--- src/rtl/block_reducer_pkg.sv ---
// Shared types and helpers for the block reducer: FSM state encoding and depth derivation.
package block_reducer_pkg;

    typedef enum logic [1:0] {
        IDLE    = 2'd0,
        REQ     = 2'd1,
        COLLECT = 2'd2,
        DONE    = 2'd3
    } reducer_state_t;

    // Number of beats in one block for a given log2 depth.
    function automatic int unsigned depth_of(input int unsigned logdepth);
        return 32'd1 << logdepth;
    endfunction

endpackage

--- src/rtl/stall_timer.sv ---
// Counts consecutive idle ticks; flags expiry on the tick that completes TIMEOUT idle cycles.
module stall_timer #(
    parameter int unsigned TIMEOUT = 256
) (
    input  logic clk,
    input  logic rst,
    input  logic clear,
    input  logic tick,
    output logic expired
);

    localparam int unsigned CW = $clog2(TIMEOUT);
    localparam logic [CW-1:0] LAST = CW'(TIMEOUT - 1);

    logic [CW-1:0] count_q, count_d;

    always_comb begin
        count_d = count_q;
        if (clear) begin
            count_d = '0;
        end else if (tick) begin
            count_d = count_q + CW'(1);
        end
    end

    assign expired = tick && !clear && (count_q == LAST);

    always_ff @(posedge clk) begin
        if (rst) begin
            count_q <= '0;
        end else begin
            count_q <= count_d;
        end
    end

endmodule

--- src/rtl/block_reducer.sv ---
// Requests one block from the multiplier, reduces its beats to sum/max/count and hands the
// result downstream on a valid/ready handshake; a stall timer bounds collection.
module block_reducer
    import block_reducer_pkg::*;
#(
    parameter int unsigned LOGDEPTH = 6,
    parameter int unsigned WIDTH    = 32,
    parameter int unsigned TIMEOUT  = 256
) (
    input  logic                      clk,
    input  logic                      rst,
    input  logic                      start,
    output logic                      busy,
    output logic                      EN_blockRead,
    input  logic                      VALID_memVal,
    input  logic [WIDTH-1:0]          memVal_data,
    output logic                      res_valid,
    input  logic                      res_ready,
    output logic [WIDTH+LOGDEPTH-1:0] res_sum,
    output logic [WIDTH-1:0]          res_max,
    output logic [LOGDEPTH:0]         res_count,
    output logic                      res_timeout
);

    localparam int unsigned DEPTH = depth_of(LOGDEPTH);
    localparam int unsigned SW    = WIDTH + LOGDEPTH;
    localparam int unsigned CNTW  = LOGDEPTH + 1;
    localparam logic [CNTW-1:0] DEPTH_CNT = CNTW'(DEPTH);

    reducer_state_t state_q, state_d;

    logic [SW-1:0]    sum_q, sum_d;
    logic [WIDTH-1:0] max_q, max_d;
    logic [CNTW-1:0]  count_q, count_d, count_inc;
    logic             timeout_q, timeout_d;

    logic timer_clear, timer_tick, timer_expired;

    assign count_inc   = count_q + CNTW'(1);
    assign timer_clear = (state_q == REQ) || ((state_q == COLLECT) && VALID_memVal);
    assign timer_tick  = (state_q == COLLECT) && !VALID_memVal;

    stall_timer #(
        .TIMEOUT (TIMEOUT)
    ) u_stall_timer (
        .clk     (clk),
        .rst     (rst),
        .clear   (timer_clear),
        .tick    (timer_tick),
        .expired (timer_expired)
    );

    always_ff @(posedge clk) begin
        if (rst) begin
            state_q <= IDLE;
        end else begin
            state_q <= state_d;
        end
    end

    always_comb begin
        state_d = state_q;
        case (state_q)
            IDLE:    if (start) state_d = REQ;
            REQ:     state_d = COLLECT;
            COLLECT: begin
                if (VALID_memVal && (count_inc == DEPTH_CNT)) begin
                    state_d = DONE;
                end else if (timer_expired) begin
                    state_d = DONE;
                end
            end
            DONE:    if (res_ready) state_d = IDLE;
            default: state_d = IDLE;
        endcase
    end

    always_comb begin
        busy         = (state_q != IDLE);
        EN_blockRead = (state_q == REQ);
        res_valid    = (state_q == DONE);
    end

    // Result registers only move in REQ (clear) and COLLECT, so they hold through DONE.
    always_comb begin
        sum_d     = sum_q;
        max_d     = max_q;
        count_d   = count_q;
        timeout_d = timeout_q;
        if (state_q == REQ) begin
            sum_d     = '0;
            max_d     = '0;
            count_d   = '0;
            timeout_d = 1'b0;
        end else if (state_q == COLLECT) begin
            if (VALID_memVal) begin
                sum_d   = sum_q + {{LOGDEPTH{1'b0}}, memVal_data};
                max_d   = (memVal_data > max_q) ? memVal_data : max_q;
                count_d = count_inc;
            end else if (timer_expired) begin
                timeout_d = 1'b1;
            end
        end
    end

    always_ff @(posedge clk) begin
        if (rst) begin
            sum_q     <= '0;
            max_q     <= '0;
            count_q   <= '0;
            timeout_q <= 1'b0;
        end else begin
            sum_q     <= sum_d;
            max_q     <= max_d;
            count_q   <= count_d;
            timeout_q <= timeout_d;
        end
    end

    assign res_sum     = sum_q;
    assign res_max     = max_q;
    assign res_count   = count_q;
    assign res_timeout = timeout_q;

endmodule
--- config.mk ---
export PLATFORM = sky130hd
export DESIGN_NAME = block_reducer
export DESIGN_NICKNAME = d
export VERILOG_FILES = /design/src/rtl/block_reducer_pkg.sv /design/src/rtl/stall_timer.sv /design/src/rtl/block_reducer.sv
export SDC_FILE = /design/constraint.sdc
export NUM_CORES = 1
export LEC_CHECK = 0
export ABC_AREA = 0
export CAP_MARGIN = 20
export CORE_ASPECT_RATIO = 0.9
export CORE_UTILIZATION = 45
export DETAILED_ROUTE_END_ITERATION = 8
export GPL_ROUTABILITY_DRIVEN = 0
export PLACE_DENSITY = 0.71
export SLEW_MARGIN = 10
export SYNTH_ARGS = -nofsm -noshare
export SYNTH_HDL_FRONTEND = slang
export SYNTH_SLANG_ARGS = --single-unit
--- constraint.sdc ---
create_clock -name clk -period 2.7 [get_ports clk]
set_input_delay 0.27 -clock clk [delete_from_list [all_inputs] [get_ports clk]]
set_output_delay 0.27 -clock clk [all_outputs]
set_load 0.01 [all_outputs]
# ---- Word-level counts from Yosys, hierarchy flattened
# Index checks and enable logic that the tools add are counted.
dict set report classes {
  add_sub_neg 3
  bitwise 1
  n_lt_le_gt_ge 1
  reduce_logical 16
  n_eq_ne 8
  n_mux 5
}
# cell count
set ops {}
lappend ops {{adder 38 x 32 -> 38 bit} 1}
lappend ops {{greater-than comparator 32 bit} 1}
lappend ops {{AND reduction 3 bit} 3}
lappend ops {{adder 8 x 1 -> 8 bit, second input constant} 1}
lappend ops {{equality test 8 bit, second input constant} 1}
lappend ops {{2-to-1 mux 2 bit} 4}
lappend ops {{case mux 2 bit (4 select lines)} 1}
lappend ops {{adder 7 x 1 -> 7 bit, second input constant} 1}
lappend ops {{equality test 7 bit, second input constant} 1}
lappend ops {{logical AND 1 bit} 5}
lappend ops {{equality test 2 bit, second input constant} 2}
lappend ops {{OR reduction 2 bit} 2}
lappend ops {{inequality test 3 bit, second input constant} 1}
lappend ops {{equality test 2 x 1 -> 1 bit, second input constant} 1}
lappend ops {{logical NOT 1 bit} 2}
lappend ops {{logical NOT 2 bit} 1}
lappend ops {{inequality test 2 x 1 -> 1 bit, second input constant} 1}
lappend ops {{inequality test 2 bit, second input constant} 1}
lappend ops {{AND reduction 2 bit} 1}
lappend ops {{nonzero test 2 bit} 1}
lappend ops {{logical OR 1 bit} 1}
lappend ops {{NOT 1 bit} 1}
dict set report totals {
  inputBits 37
  ff_bits 88
  elab_cells 40
  out_inout_bits 81
}

# ---- Longest topological paths before layout
# Gate-level depths: netlist of the first run.
dict set report logic_depth {
  ltp_word 9
  ltp_mapped 12
  ltp_nobuf 11
}

# ---- Modules after synthesis
# From an unflattened synthesis of the first run, not the netlist that was laid out.
dict set report hier_totals {
  cells_unflattened 739
  area_unflattened_um2 5798.1
}
# module cells_per_inst seq_area_each_um2 area_per_inst_um2 n_inst
set by_module_without_submodules {}
lappend by_module_without_submodules {block_reducer 699 1601.5 5434.0 1}
lappend by_module_without_submodules {stall_timer 40 160.2 364.1 1}

# ---- Worst setup path after synthesis of the first run
# No wires, ideal clock.
dict set report synth_path {
  kind {reg-to-reg}
  startpoint {register sum_q[0], in the netlist res_sum[0]}
  endpoint {register sum_q[30], in the netlist res_sum[30]}
  synth_period_minus_slack_ps 2452
  n_path_buf 0
  setup_time_ps 127
  required_ps 2573
  path_stages_with_launch 12
  arrival_ps 2325
  slack_ps 248
  cell_sequence {dfxtp_1 > ha_1 > inv_1 > fa_1 > nor2b_1 > o2111ai_1 > a21o_1 > a31o_1 > nand3_2 > and2_4 > a21oi_1 > or3_1}
}
dict set report synth_via {
  elab_chain_cells 1
}
# item line
set synth_lines {}
lappend synth_lines {{start: declaration} block_reducer.sv:32} ;# logic [SW-1:0] sum_q, sum_d;
lappend synth_lines {{start signal: assignment} block_reducer.sv:113} ;# sum_q <= sum_d;
lappend synth_lines {{adder 38 x 32 -> 38 bit} block_reducer.sv:97} ;# sum_d = sum_q + {{LOGDEPTH{1'b0}}, memVal_data};
# No other way between the ends.
# A chain may end at the register's enable or synchronous reset.

# ---- Final worst setup path of the first run
dict set report layout_path {
  startpoint {input port memVal_data[2]}
  endpoint {register sum_q[27], in the netlist res_sum[27]}
}
dict set report layout_via {
  elab_chain_cells 1
}
# item line
set layout_lines {}
lappend layout_lines {{start: declaration} block_reducer.sv:16} ;# input logic [WIDTH-1:0] memVal_data,
lappend layout_lines {{adder 38 x 32 -> 38 bit} block_reducer.sv:97}
# No other way between the ends.

==> results.md, run 1 <==
* CP Max Fanout at 4
* Switching share of power at 0.361
* Leakage at about 0.0036 uW
* Clock tree buffer depth at 2
* Final nets at about 1,100
* Die Y at around 110 um
* Number of distinct library cells after synthesis at 59
* Placed Area at just over 8000 sq um
* Synth Area per Inst at 7.89 sq um
* Most instantiated cells after synthesis: 88 x dfxtp_1, 77 x nand2_1, 75 x a21oi_1
* Routed WL at roughly 18,000 um
* Final hold viol count at 0
* Synth area leader: dfxtp_1
* CP Class: input pin to register
* GRT overflow at 0
* Maxcap violations at 0
* DRC at 0
* Synth area leaders: dfxtp_1 29%, ha_1 14%, a21oi_1 6.2%, a21o_1 4.8%, nand2_1 4.8%
* Clock Latency Late Sink at about 0.35 ns
* GRT Util Overall at 0.256
* Count leader, synth: dfxtp_1
* # rows at 39
* TritonCTS Buffers at 9
* Period utilization at 0.953
* Multi-input logic area at between 4000 and 5000 sq um
* Io pins at 118
* Vias in the first global route at just over 6,000
* CTS tree: yes
* Final WS setup at approximately 0.13 ns
* Avg Vias per Cell at roughly 5.7
* Comb power frac at 0.388
* Initial core utilization at 0.469
* Pre-CTS setup slack at -0.309 ns
* Synth top area share at 0.290
* Clock Skews at between 0.006 and 0.007 ns
* Share of layout cells above drive strength 1 at 0.153
* Die area at approximately 14,000 sq um
* Final slew viol count at 0
* Required time worst endpoint at 2.94 ns
* Post-synthesis instance total at 769
* # fillers at around 1,100
* CTS sink count at ~90
* Root buffer cell: clkbuf_16
* CTS H-Tree Depth at 3
* Post-route cell area at between 8000 and 9000 sq um
* Final min period at about 2.6 ns
* Storage element area at between 1500 and 2000 sq um
* Seq pwr share at 0.340
* DPL Wire Length at about 14,000 um
* Post-synth EDFFs at 0
* Most used DFF post-synth: dfxtp_1
* VDD IR-drop max at a little under 0.0006 V
* Hold/Removal Path Class: input pin to register
* Worst-Margin Slew at just under 0.5 ns
* Synth Register Bits at 88
* Core Area at between 10,000 and 15,000 sq um
* Netlist Area Pre-Place at ~6100 sq um
* Pre-antenna DRT Iters at 6
* Internal power at ~2800 uW
* Rel. slew slack at 0.671
* Clock share of power at 0.272
* Worst-path clk slew at around 0.070 ns
* Power per cell area at around 510 nW/um^2
* Routed Antenna Nets at 0
* Via count at ~6,400
* Crit path DAT at around 2.8 ns
* CP endpoint kind: register
* Psw at 1560 uW
* Drt wl/cell at 15.9 um
* Status: finished clean
* Ys async rst share at 0
* Port bufs at approximately 120
* Final Setup Violations at 0
* CP Launch Type: input pin
* First-pass GRT wire length at just under 30,000 um
* Pin count of the biggest net entering global routing at 60
* Post-Syn Nets at between 800 and 900
* Die X at around 120 um
* Initial antenna violation count at 1
* Area growth from synthesis to layout at 40.3%
* Yosys synthesis warning count at 0
* FMAX at 0.389 GHz
* Sequential element share of the synthesized area at 0.290
* Iter 0 DRT Violations at between 300 and 400
-- cell usage in the layout (no fill, tap or decap), types with 4 or more instances in the layout --
cell and n:
o21a_1 7, nor3_1 13, and3_1 5, o21bai_1 8, nand2_1 76, xnor2_1 15, a211oi_1 6, a21o_1 39
or3_1 10, xor2_1 17, nand4_1 22, a21oi_1 72, ha_4 4, dlymetal6s2s_1 4, inv_1 46, o21ai_0 33
ha_1 66, clkdlybuf4s50_1 113, buf_4 99, clkbuf_16 10, a31oi_1 5, nor2_1 50, dfxtp_1 88, o21ai_1 6
nor2b_1 6, nand3_1 45, o31ai_1 33
-- layout make-up --
type                       instances  area share
sequential                        88       0.207
inverter                          46      0.0203
clock buffer                      11      0.0273
tap                              164      0.0241
multi-input combinational        596       0.480
clock inverter                     5     0.00485
antenna                            1    0.000294
timing repair buffer             220       0.236
-- layer usage --
layer	wire [um]	share of wire	up-vias	global-route usage
met4	272	0.015	0	0.0715
li1	-	-	3179	-
met3	1270	0.071	25	0.0601
met2	8100	0.45	240	0.419
met1	8340	0.46	2982	0.337
met5	0	0	-	0
-- cells by family (layout without fill, tap and decap cells) --
| family | count (synthesis) | after routing | share of synthesized area |
|---|---|---|---|
| other cells | 0 | 1 | 0 |
| mux | 2 | 2 | 0.00330 |
| fa+ha+maj | 71 | 71 | 0.148 |
| flops | 88 | 88 | 0.290 |
| compound gates | 240 | 240 | 0.259 |
| buf+inv | 85 | 282 | 0.0542 |
| xor+xnor | 32 | 32 | 0.0462 |
| simple gates | 251 | 251 | 0.200 |
-- through the flow --
step / hold WS (ns) / std cells / setup TNS [ns] / util / total power, uW
after detailed placement: 0.466 / 1110 / -10.79 / 0.624 / 3090
after floorplan: 0.342 / 769 / 0 / - / 2390
after CTS: 0.480 / 1126 / 0 / 0.646 / 4270
after global placement: 0.456 / 1110 / -8.37 / 0.624 / 3050
after global routing: 0.286 / 1130 / -0.0322 / 0.658 / 4550
final: 0.284 / 1131 / 0 / 0.659 / 4320
-- state kept, by name, summed over array words and instances (netlist names) --
name	flops
res_sum	38
u_stall_timer.count_q	8
res_timeout	1
res_max	32
state_q	2
res_count	7
-- power groups by stage --
stage / Combinational (uW) / Clock [uW] / Sequential [uW]
finish: 1670 / 1180 / 1470
global route: 1830 / 1240 / 1480
CTS: 1610 / 1190 / 1460
detailed placement: 1600 / 0 / 1490
global placement: 1560 / 0 / 1490
floorplan: 890 / 0 / 1500
-- repair_timing --
action	4_1_cts	5_1_grt
setup buffers	0	3
setup endpoints to repair	0	41
hold buffers	0	0
resized for setup	0	25
-- critical path: stages --
cell and delay [ns]:
clkdlybuf4s50_1 0.45, ha_1 0.35, o21ai_1 0.12, o21ai_2 0.20
a31oi_1 0.16, or3b_4 0.45, o311ai_4 0.38, a21oi_1 0.14
xnor2_1 0.21, o21ai_1 0.08
-- path summary, 6_finish.rpt --
path | slack [ns] | startpoint | endpoint | cells past startpoint
min | 0.28 | memVal_data[8] | res_max[8] | 3
max reg2reg | 0.15 | res_max[5] | res_max[5] | 11
max | 0.13 | memVal_data[2] | res_sum[27] | 10
min reg2reg | 0.47 | res_timeout | res_timeout | 1
Power figures use the tool's default switching activity.
==> inputs of run 2 (changes only) <==
SKIP_LAST_GASP = 1   (was default)
==> results of run 2 <==
No change in the layout: final DEF, timing and power equal those of run 1.
==> inputs of run 3 (changes only) <==
CORE_UTILIZATION = 48   (was 45)
CTS_CLUSTER_DIAMETER = 80   (was default)
PLACE_DENSITY = 0.78   (was 0.71)
clock period = 2.3 ns   (was 2.7 ns; I/O delays follow)
==> run 3 against run 2 <==
  * Sequential share of layout area shrank 3.9 points
  * Hold slack lost 0.039 ns
  * Sequential cell count did not move
  * Sequential power increased by 18%
  * The flow now finishes with violations (setup timing)
  * Critical path depth rose by 3
  * Final cell count is 10% higher
  * Wire length up 83%
  * Utilization up 22 points
  * Clock power is 28% higher
  * First-iteration DRC count rose to 3.0 times the previous value
  * Power rose by 45%
==> results.md, run 3 (same netlist as run 1, synthesis figures left out) <==
* Via count at 8,613
* Die area at ~13,000 sq um
* CP Class: register to register
* DRC at 0
* CP endpoint kind: register
* CP Max Fanout at 6
* Area growth from synthesis to layout at 76.5%
* Multi-input logic area at around 5200 sq um
* GRT overflow at 0
* Crit path buffers/inverters at 6
* Hold Buf Count CTS at 0
* Rel. slew slack at 0.348
* Period utilization at 1.24
* Slowest stage delay, CP at between 0.3 and 0.4 ns
* # rows at 38
* Commonest non-fill, non-tap cell in the layout: buf_4
* GRT Util Overall at 0.387
* Final Setup Violations at 61
* Vias in the first global route at about 8,000
* Crit path DAT at ~3.1 ns
* CP max stage cell: dfxtp_2
* Final hold viol count at 0
* Port bufs at 117
* Clock share of power at 0.240
* RSZ-0062 raised after global routing: true
* Seq pwr share at 0.278
* Avg Vias per Cell at 6.91
* Pin count of the biggest net entering global routing at 57
* Placed Area at 8720 sq um
* R2R Setup Slk at -0.54 ns
* Clock Latency Late Sink at 0.38 ns
* Post-route cell area at around 11,000 sq um
* TritonCTS Buffers at 9
* Comb power frac at 0.481
* FMAX at 0.352 GHz
* Required time worst endpoint at about 2.6 ns
* Core Area at ~12,000 sq um
* Internal power at between 3000 and 4000 uW
* Final design utilization at 0.880
* Routed Antenna Nets at 0
* First-pass GRT wire length at ~40,000 um
* Initial core utilization at 0.499
* Clock Skews at between 0.006 and 0.007 ns
* Critical-path cell list: inv_1, ha_1, nand4_1, buf_4, buf_4, o21ai_4, a211oi_4, a211oi_4, buf_6, buf_8, buf_16, nand3_1, o31ai_1
* Antenna Cells at 0
* Share of layout cells above drive strength 1 at 0.407
* Failing checks: setup timing
* Final min period at 2.84 ns
* CTS tree: yes
* Root buffer cell: clkbuf_16
* Pre-antenna DRT Iters at 9
* CP delay by family, top: buffers and inverters
* Setup_tns at -20.43 ns
* Status: finished, violations left
* Final nets at approximately 1,200
* Final slew viol count at 0
* Hold_ws at between 0.2 and 0.25 ns
* CTS H-Tree Depth at 3
* Max FFs per register at 38
* Power per cell area at roughly 580 nW/um^2
* Initial antenna violation count at 1
* Io pins at 118
* Pwr Total at ~6300 uW
* Leakage at between 0.004 and 0.005 uW
* Commonest cells after routing, fill and taps aside: 200 x buf_4, 99 x clkdlybuf4s50_1, 74 x nand2_1
* Worst-path clk slew at 0.07 ns
* Switching share of power at 0.407
* Psw at roughly 2500 uW
* # fillers at roughly 530
* Storage element area at 1790 sq um
* Worst-Margin Slew at roughly 0.97 ns
* VDD IR-drop max at around 0.00071 V
* Die Y at 109 um
* Hold/Removal Path Class: input pin to register
* Clock tree buffer depth at 2
* CP Launch Type: register
* CTS sink count at between 80 and 90
* Die X at 121 um
* Iter 0 DRT Violations at 1,112
* Routed WL at between 30,000 and 40,000 um
* Maxcap violations at 0
* Drt wl/cell at approximately 26 um
* Final WS setup at -0.541 ns
* DPL Wire Length at 14,800 um
run 3: stage by stage:
step,std cells,setup slack (ns)
final,1246,-0.541
after global placement,1181,-0.497
after global routing,1246,-0.756
after detailed placement,1181,-0.615
after CTS,1220,-0.149
after floorplan,769,-0.0204
run 3: worst min-delay path: cells and delay by family:
family,cells,cell delay (ns)
buffers and inverters,1,0.18
AND/OR/NAND/NOR,1,0.11
AO/OA/AOI/OAI,1,0.06
run 3: worst paths after layout:
check,startpoint,endpoint,cells after the start
min reg2reg,res_timeout,res_timeout,1
max reg2reg,res_max[9],res_max[10],13
max,res_max[9],res_max[10],13
min,memVal_data[12],res_max[12],3
run 3: repair_timing:
action | CTS | global route
buffers inserted | 19 | 26
pin swaps | 50 | 70
cloned | 5 | 3
resized for setup | 137 | 132
endpoints found under the setup margin | 56 | 64
run 3: area by class of cell:
| type | instances | share of cell area |
|---|---|---|
| clock buffers | 11 | 0.0237 |
| clock inverters | 5 | 0.00362 |
| inverters | 46 | 0.0161 |
| multi-input cells | 596 | 0.483 |
| flip-flops and latches | 88 | 0.167 |
| well taps | 160 | 0.0187 |
| repair buffers | 340 | 0.287 |
run 3: per-layer routing:
metal  share of wire  routed length, um  vias to the layer above  global-route usage
met5               0                  0                        -                   0
met4            0.10               3310                        0               0.247
met3            0.13               4350                      370               0.101
met2            0.44              14300                      914               0.654
met1            0.33              10900                     3928               0.436
li1                -                  -                     3401                   -
run 3: power groups by stage:
stage / clock (uW) / combinational (uW) / sequential (uW)
2_1_floorplan: 0 / 1070 / 1770
3_3_place_gp: 0 / 1990 / 1740
3_5_place_dp: 0 / 2070 / 1740
4_1_cts: 1480 / 2380 / 1720
5_1_grt: 1570 / 3100 / 1750
6_report: 1510 / 3010 / 1740
